## src/rtl/mem_arbiter.sv

```systemverilog
// Module: mem_arbiter
// Shares one fixed-latency memory between the IF and MEM stages, with data priority.
module mem_arbiter #(
    parameter int AW      = 32,
    parameter int DW      = 32,
    parameter int MEM_LAT = 2
) (
    input  logic          clk,
    input  logic          rst_n,
    input  logic          if_req,
    input  logic [AW-1:0] if_addr,
    input  logic          if_flush,
    output logic          if_ack,
    output logic [DW-1:0] if_rdata,
    input  logic          dm_req,
    input  logic          dm_we,
    input  logic [AW-1:0] dm_addr,
    input  logic [DW-1:0] dm_wdata,
    output logic          dm_ack,
    output logic [DW-1:0] dm_rdata,
    output logic          stall_if,
    output logic          stall_mem,
    output logic          m_en,
    output logic          m_we,
    output logic [AW-1:0] m_addr,
    output logic [DW-1:0] m_wdata,
    input  logic [DW-1:0] m_rdata
);

    typedef enum logic [1:0] {IDLE, BUSY_D, BUSY_I} state_t;

    localparam logic [3:0] CNT_INIT = 4'(MEM_LAT - 1);

    state_t     state;
    logic [3:0] cnt;
    logic       kill;
    logic       d_elig;
    logic       i_elig;

    // A requester whose ack is high this cycle is not eligible again.
    assign d_elig    = dm_req & ~dm_ack;
    assign i_elig    = if_req & ~if_ack & ~if_flush;
    assign stall_mem = d_elig;
    assign stall_if  = i_elig;

    always_ff @(posedge clk) begin
        if (!rst_n) begin
            state    <= IDLE;
            cnt      <= '0;
            kill     <= 1'b0;
            m_en     <= 1'b0;
            m_we     <= 1'b0;
            m_addr   <= '0;
            m_wdata  <= '0;
            if_ack   <= 1'b0;
            dm_ack   <= 1'b0;
            if_rdata <= '0;
            dm_rdata <= '0;
        end else begin
            if_ack <= 1'b0;
            dm_ack <= 1'b0;
            unique case (state)
                IDLE: begin
                    if (d_elig) begin
                        state   <= BUSY_D;
                        m_en    <= 1'b1;
                        m_we    <= dm_we;
                        m_addr  <= dm_addr;
                        m_wdata <= dm_wdata;
                        cnt     <= CNT_INIT;
                        kill    <= 1'b0;
                    end else if (i_elig) begin
                        state  <= BUSY_I;
                        m_en   <= 1'b1;
                        m_we   <= 1'b0;
                        m_addr <= if_addr;
                        cnt    <= CNT_INIT;
                        kill   <= 1'b0;
                    end
                end
                BUSY_D: begin
                    if (cnt == '0) begin
                        if (!m_we) dm_rdata <= m_rdata;
                        dm_ack <= 1'b1;
                        m_en   <= 1'b0;
                        m_we   <= 1'b0;
                        state  <= IDLE;
                    end else begin
                        cnt <= cnt - 4'd1;
                    end
                end
                BUSY_I: begin
                    if (if_flush) kill <= 1'b1;
                    // A redirected fetch still finishes on the bus but is never acked.
                    if (cnt == '0) begin
                        if_rdata <= m_rdata;
                        if_ack   <= ~(kill | if_flush);
                        m_en     <= 1'b0;
                        m_we     <= 1'b0;
                        state    <= IDLE;
                    end else begin
                        cnt <= cnt - 4'd1;
                    end
                end
                default: state <= IDLE;
            endcase
        end
    end

endmodule
```

## config.mk

```make
export PLATFORM = sky130hd
export DESIGN_NAME = mem_arbiter
export DESIGN_NICKNAME = d
export VERILOG_FILES = /design/src/rtl/mem_arbiter.sv
export SDC_FILE = /design/constraint.sdc
export NUM_CORES = 1
export LEC_CHECK = 0
export ABC_CLOCK_PERIOD_IN_PS = 1900
export CORE_MARGIN = 1.5
export CORE_UTILIZATION = 41
export DETAILED_ROUTE_END_ITERATION = 8
export GPL_TIMING_DRIVEN = 0
export PLACE_DENSITY = 0.92
export SYNTH_ARGS = -nofsm -noshare
export SYNTH_HDL_FRONTEND = slang
export SYNTH_SLANG_ARGS = --single-unit
```

## constraint.sdc

```tcl
create_clock -name clk -period 1.9 [get_ports clk]
set_input_delay 0.19 -clock clk [delete_from_list [all_inputs] [get_ports clk]]
set_output_delay 0.19 -clock clk [all_outputs]
set_load 0.05 [all_outputs]
```

==> impl_metrics.env <==
export IMPL_status="complete, no violations"
export IMPL_end_kind="output pin"
export IMPL_slowest_stage="or3b_4"
export IMPL_dp_hpwl_mm=12.78
export IMPL_hold_buffers=0
export IMPL_fin_skew_ns=0.008038
export IMPL_io_pins=268
export IMPL_cts_root_buf="clkbuf_16"
export IMPL_worst_slack_ns=0.04344
export IMPL_synth_top_area_frac=0.5050
export IMPL_swShare=0.3292
export IMPL_htree_num_levels=4
export IMPL_p_total_w=0.009044
export IMPL_synth_area_top_cells="dfxtp_1, nand2_1, a21oi_1, a311oi_2, a21boi_0"
export IMPL_cp_cell_sequence="or3b_4 > inv_1 > clkdlybuf4s15_2"
export IMPL_portBuffers=266
export IMPL_worst_slew_pin_slew_ns=0.7183
export IMPL_routed_via_density=5.018
export IMPL_gp_congestion=0.8213
export IMPL_slew_viol_final=0
export IMPL_clk_path_buf_depth=2
export IMPL_syn_nets=811
export IMPL_yosys_cell_count_top_type="nand2_1"
export IMPL_path_clk_slew_ns=0.05
export IMPL_drive_above_1_share=0.08827
export IMPL_synth_seq_cells=139
export IMPL_cp_data_required_time_ns=1.71
export IMPL_core_area_um2=13190
export IMPL_grt_pass1_vias=5687
export IMPL_r2r_end="cnt[3]"
export IMPL_grt_pass1_wl_mm=27.79
export IMPL_p_seq_frac=0.367
export IMPL_intPower_w=0.006066
export IMPL_max_freq_mhz=538.6
export IMPL_synth_distinct_cells=39
export IMPL_synth_common_cells="nand2_1, dfxtp_1, a21oi_1"
export IMPL_min_path_type="input pin to register"
export IMPL_synthesis_area_um2=5510
export IMPL_hold_viol=0
export IMPL_vias=5716
export IMPL_crit_fanout=6
export IMPL_drt_iter0_drc=305
export IMPL_dp_slack_ns=-0.3405
export IMPL_synth_avg_cell_area_um2=8.200
export IMPL_nNetsFinal=1095
export IMPL_hold_slack_ns=0.2103
export IMPL_synthArstFlopShare=0
export IMPL_synth_top_area_cell="dfxtp_1"
export IMPL_synth_warnings=0
export IMPL_tritoncts="built"
export IMPL_wl_mm=17.39
export IMPL_die_w_um=118.9
export IMPL_vdd_drop_max_v=0.0005596
export IMPL_yosysSeqAreaShare=0.5050
export IMPL_whs_path_depth=3
export IMPL_dr_pass1_iters=4
export IMPL_antenna_found_initial=0
export IMPL_rrSetupSlack_ns=0.10
export IMPL_reg2reg_depth=6
export IMPL_rsz0062_at_grt="true"
export IMPL_grt_ovfl_total=0
export IMPL_combPwrFrac=0.301
export IMPL_cp_arrival_ns=1.67
export IMPL_worstHoldStart="rst_n"
export IMPL_die_h_um=118.9
export IMPL_max_slew_margin=0.5211
export IMPL_cts_inserted_buffers=17
export IMPL_diodes=0
export IMPL_crit_type="register to output pin"
export IMPL_grt_usage=0.2473
export IMPL_grt_max_degree=17
export IMPL_min_period_ns=1.857
export IMPL_drtAntennaViolNets=0
export IMPL_wire_per_inst_um=15.27
export IMPL_cpPeakStageDelay_ns=0.43
export IMPL_p_per_area_nw_per_um2=1010
export IMPL_start_kind="register"
export IMPL_syn_to_final_growth_pct=62.51
export IMPL_period_share=0.9771
export IMPL_clkPwrFrac=0.331
export IMPL_die_area_um2=14140
export IMPL_leakage_nw=3.280
export IMPL_synthFlopType="dfxtp_1"
export IMPL_p_sw_w=0.002978
export IMPL_clkSinkCount=139
export IMPL_synth_cells=672
export IMPL_clkLatencyLatePin_ns=0.41
export IMPL_start_util=0.4178
export IMPL_synth_enable_flop_cells=0
export IMPL_r2r_start="cnt[0]"
export IMPL_setup_violations_final=0
export IMPL_rows=42
export IMPL_hold_path_end="cnt[3]"
export IMPL_maxCapViolCount=0
export IMPL_route_detailed_drc=0
[per-stage QoR]
stage	util	TNS [ns]	instance area, um^2	cells
after floorplan	-	0	5512	672
after global placement	0.6364	-4.039	8394	1114
after detailed placement	0.6364	-7.089	8394	1114
after CTS	0.6771	-0.07082	8931	1140
after global routing	0.6789	-0.07036	8955	1139
final	0.6789	0	8955	1139
[timing repair]
action,CTS,global route
gates resized for setup,9,31
setup endpoints to repair,64,92
setup buffers,1,1
cloned,0,0
[power groups by stage]
stage / logic [W] / clock network [W] / registers, W
2_1_floorplan: 0.000822 / 0 / 0.00422
3_3_place_gp: 0.00265 / 0 / 0.00336
3_5_place_dp: 0.00269 / 0 / 0.00338
4_1_cts: 0.00271 / 0.00303 / 0.00332
5_1_grt: 0.00289 / 0.00316 / 0.00335
6_report: 0.00273 / 0.00300 / 0.00332
[cells in the final DEF (no fill, tap or decap), types with 3 or more instances in the layout]
| cell | synthesis | routed |
|---|---|---|
| nand2_1 | 265 | 265 |
| clkdlybuf4s50_1 | 0 | 264 |
| dfxtp_1 | 139 | 139 |
| a21oi_1 | 61 | 61 |
| nor2_1 | 35 | 35 |
| a21boi_0 | 36 | 33 |
| clkbuf_1 | 29 | 21 |
| a311oi_2 | 20 | 20 |
| clkbuf_16 | 0 | 17 |
| a311oi_1 | 13 | 13 |
| clkbuf_2 | 0 | 11 |
| a21boi_1 | 7 | 10 |
| buf_2 | 12 | 8 |
| inv_1 | 7 | 7 |
| buf_4 | 3 | 6 |
| clkbuf_4 | 0 | 5 |
| o21ai_0 | 5 | 5 |
| ha_1 | 5 | 5 |
| buf_6 | 3 | 3 |
| clkbuf_8 | 0 | 3 |
[cell type report]
| type | count | area, um^2 |
|---|---|---|
| Fill cell | 1039 | 4235 |
| Sequential cell | 139 | 2783 |
| Timing Repair Buffer | 268 | 2676 |
| Multi-Input combinational cell | 473 | 2464 |
| Clock buffer | 23 | 478.0 |
| Buffer | 48 | 256.5 |
| Tap cell | 176 | 220.2 |
| Clock inverter | 3 | 42.54 |
| Inverter | 9 | 35.03 |
[cells by family (layout without fill, tap and decap cells)]
group | Yosys count | after routing | synth area share
flip-flops | 139 | 139 | 0.5050
buffers and inverters | 60 | 351 | 0.04973
AO/OA/AOI/OAI | 150 | 150 | 0.2048
AND/OR/NAND/NOR | 318 | 318 | 0.2291
adder cells (fa/ha/maj) | 5 | 5 | 0.01135
[worst max path at each step]
stage                         from  cells past startpoint  slack, ns            to
after floorplan             if_ack                      6       0.18    m_addr[10]
final                       if_ack                      3       0.04      stall_if
after CTS                   dm_ack                      4      -0.07     stall_mem
after global routing        cnt[0]                      8      -0.02  dm_rdata[11]
after global placement    if_flush                      4      -0.33      stall_if
after detailed placement  if_flush                      4      -0.34      stall_if
[critical path, delay by kind of cell, from the launching register on]
kind,cells,cell delay [ns]
AND/OR/NAND/NOR,1,0.43
flip-flops,1,0.33
buffers and inverters,2,0.49
[sequential cells by signal, summed over array words and instances, names as in the netlist]
name      flops
dm_ack        1
if_ack        1
if_rdata     32
dm_rdata     32
kill          1
m_addr       32
m_en          1
cnt           4
m_we          1
m_wdata      32
state         2
[metal layers]
layer  global-route usage  part of all wire  vias up
li1                     -                 -     2792
met1               0.2879              0.41     2687
met2               0.4284              0.51      206
met3              0.06418             0.058       31
met4               0.1084             0.024        0
met5                    0                 0        -
(Power assumes the default switching activity.)
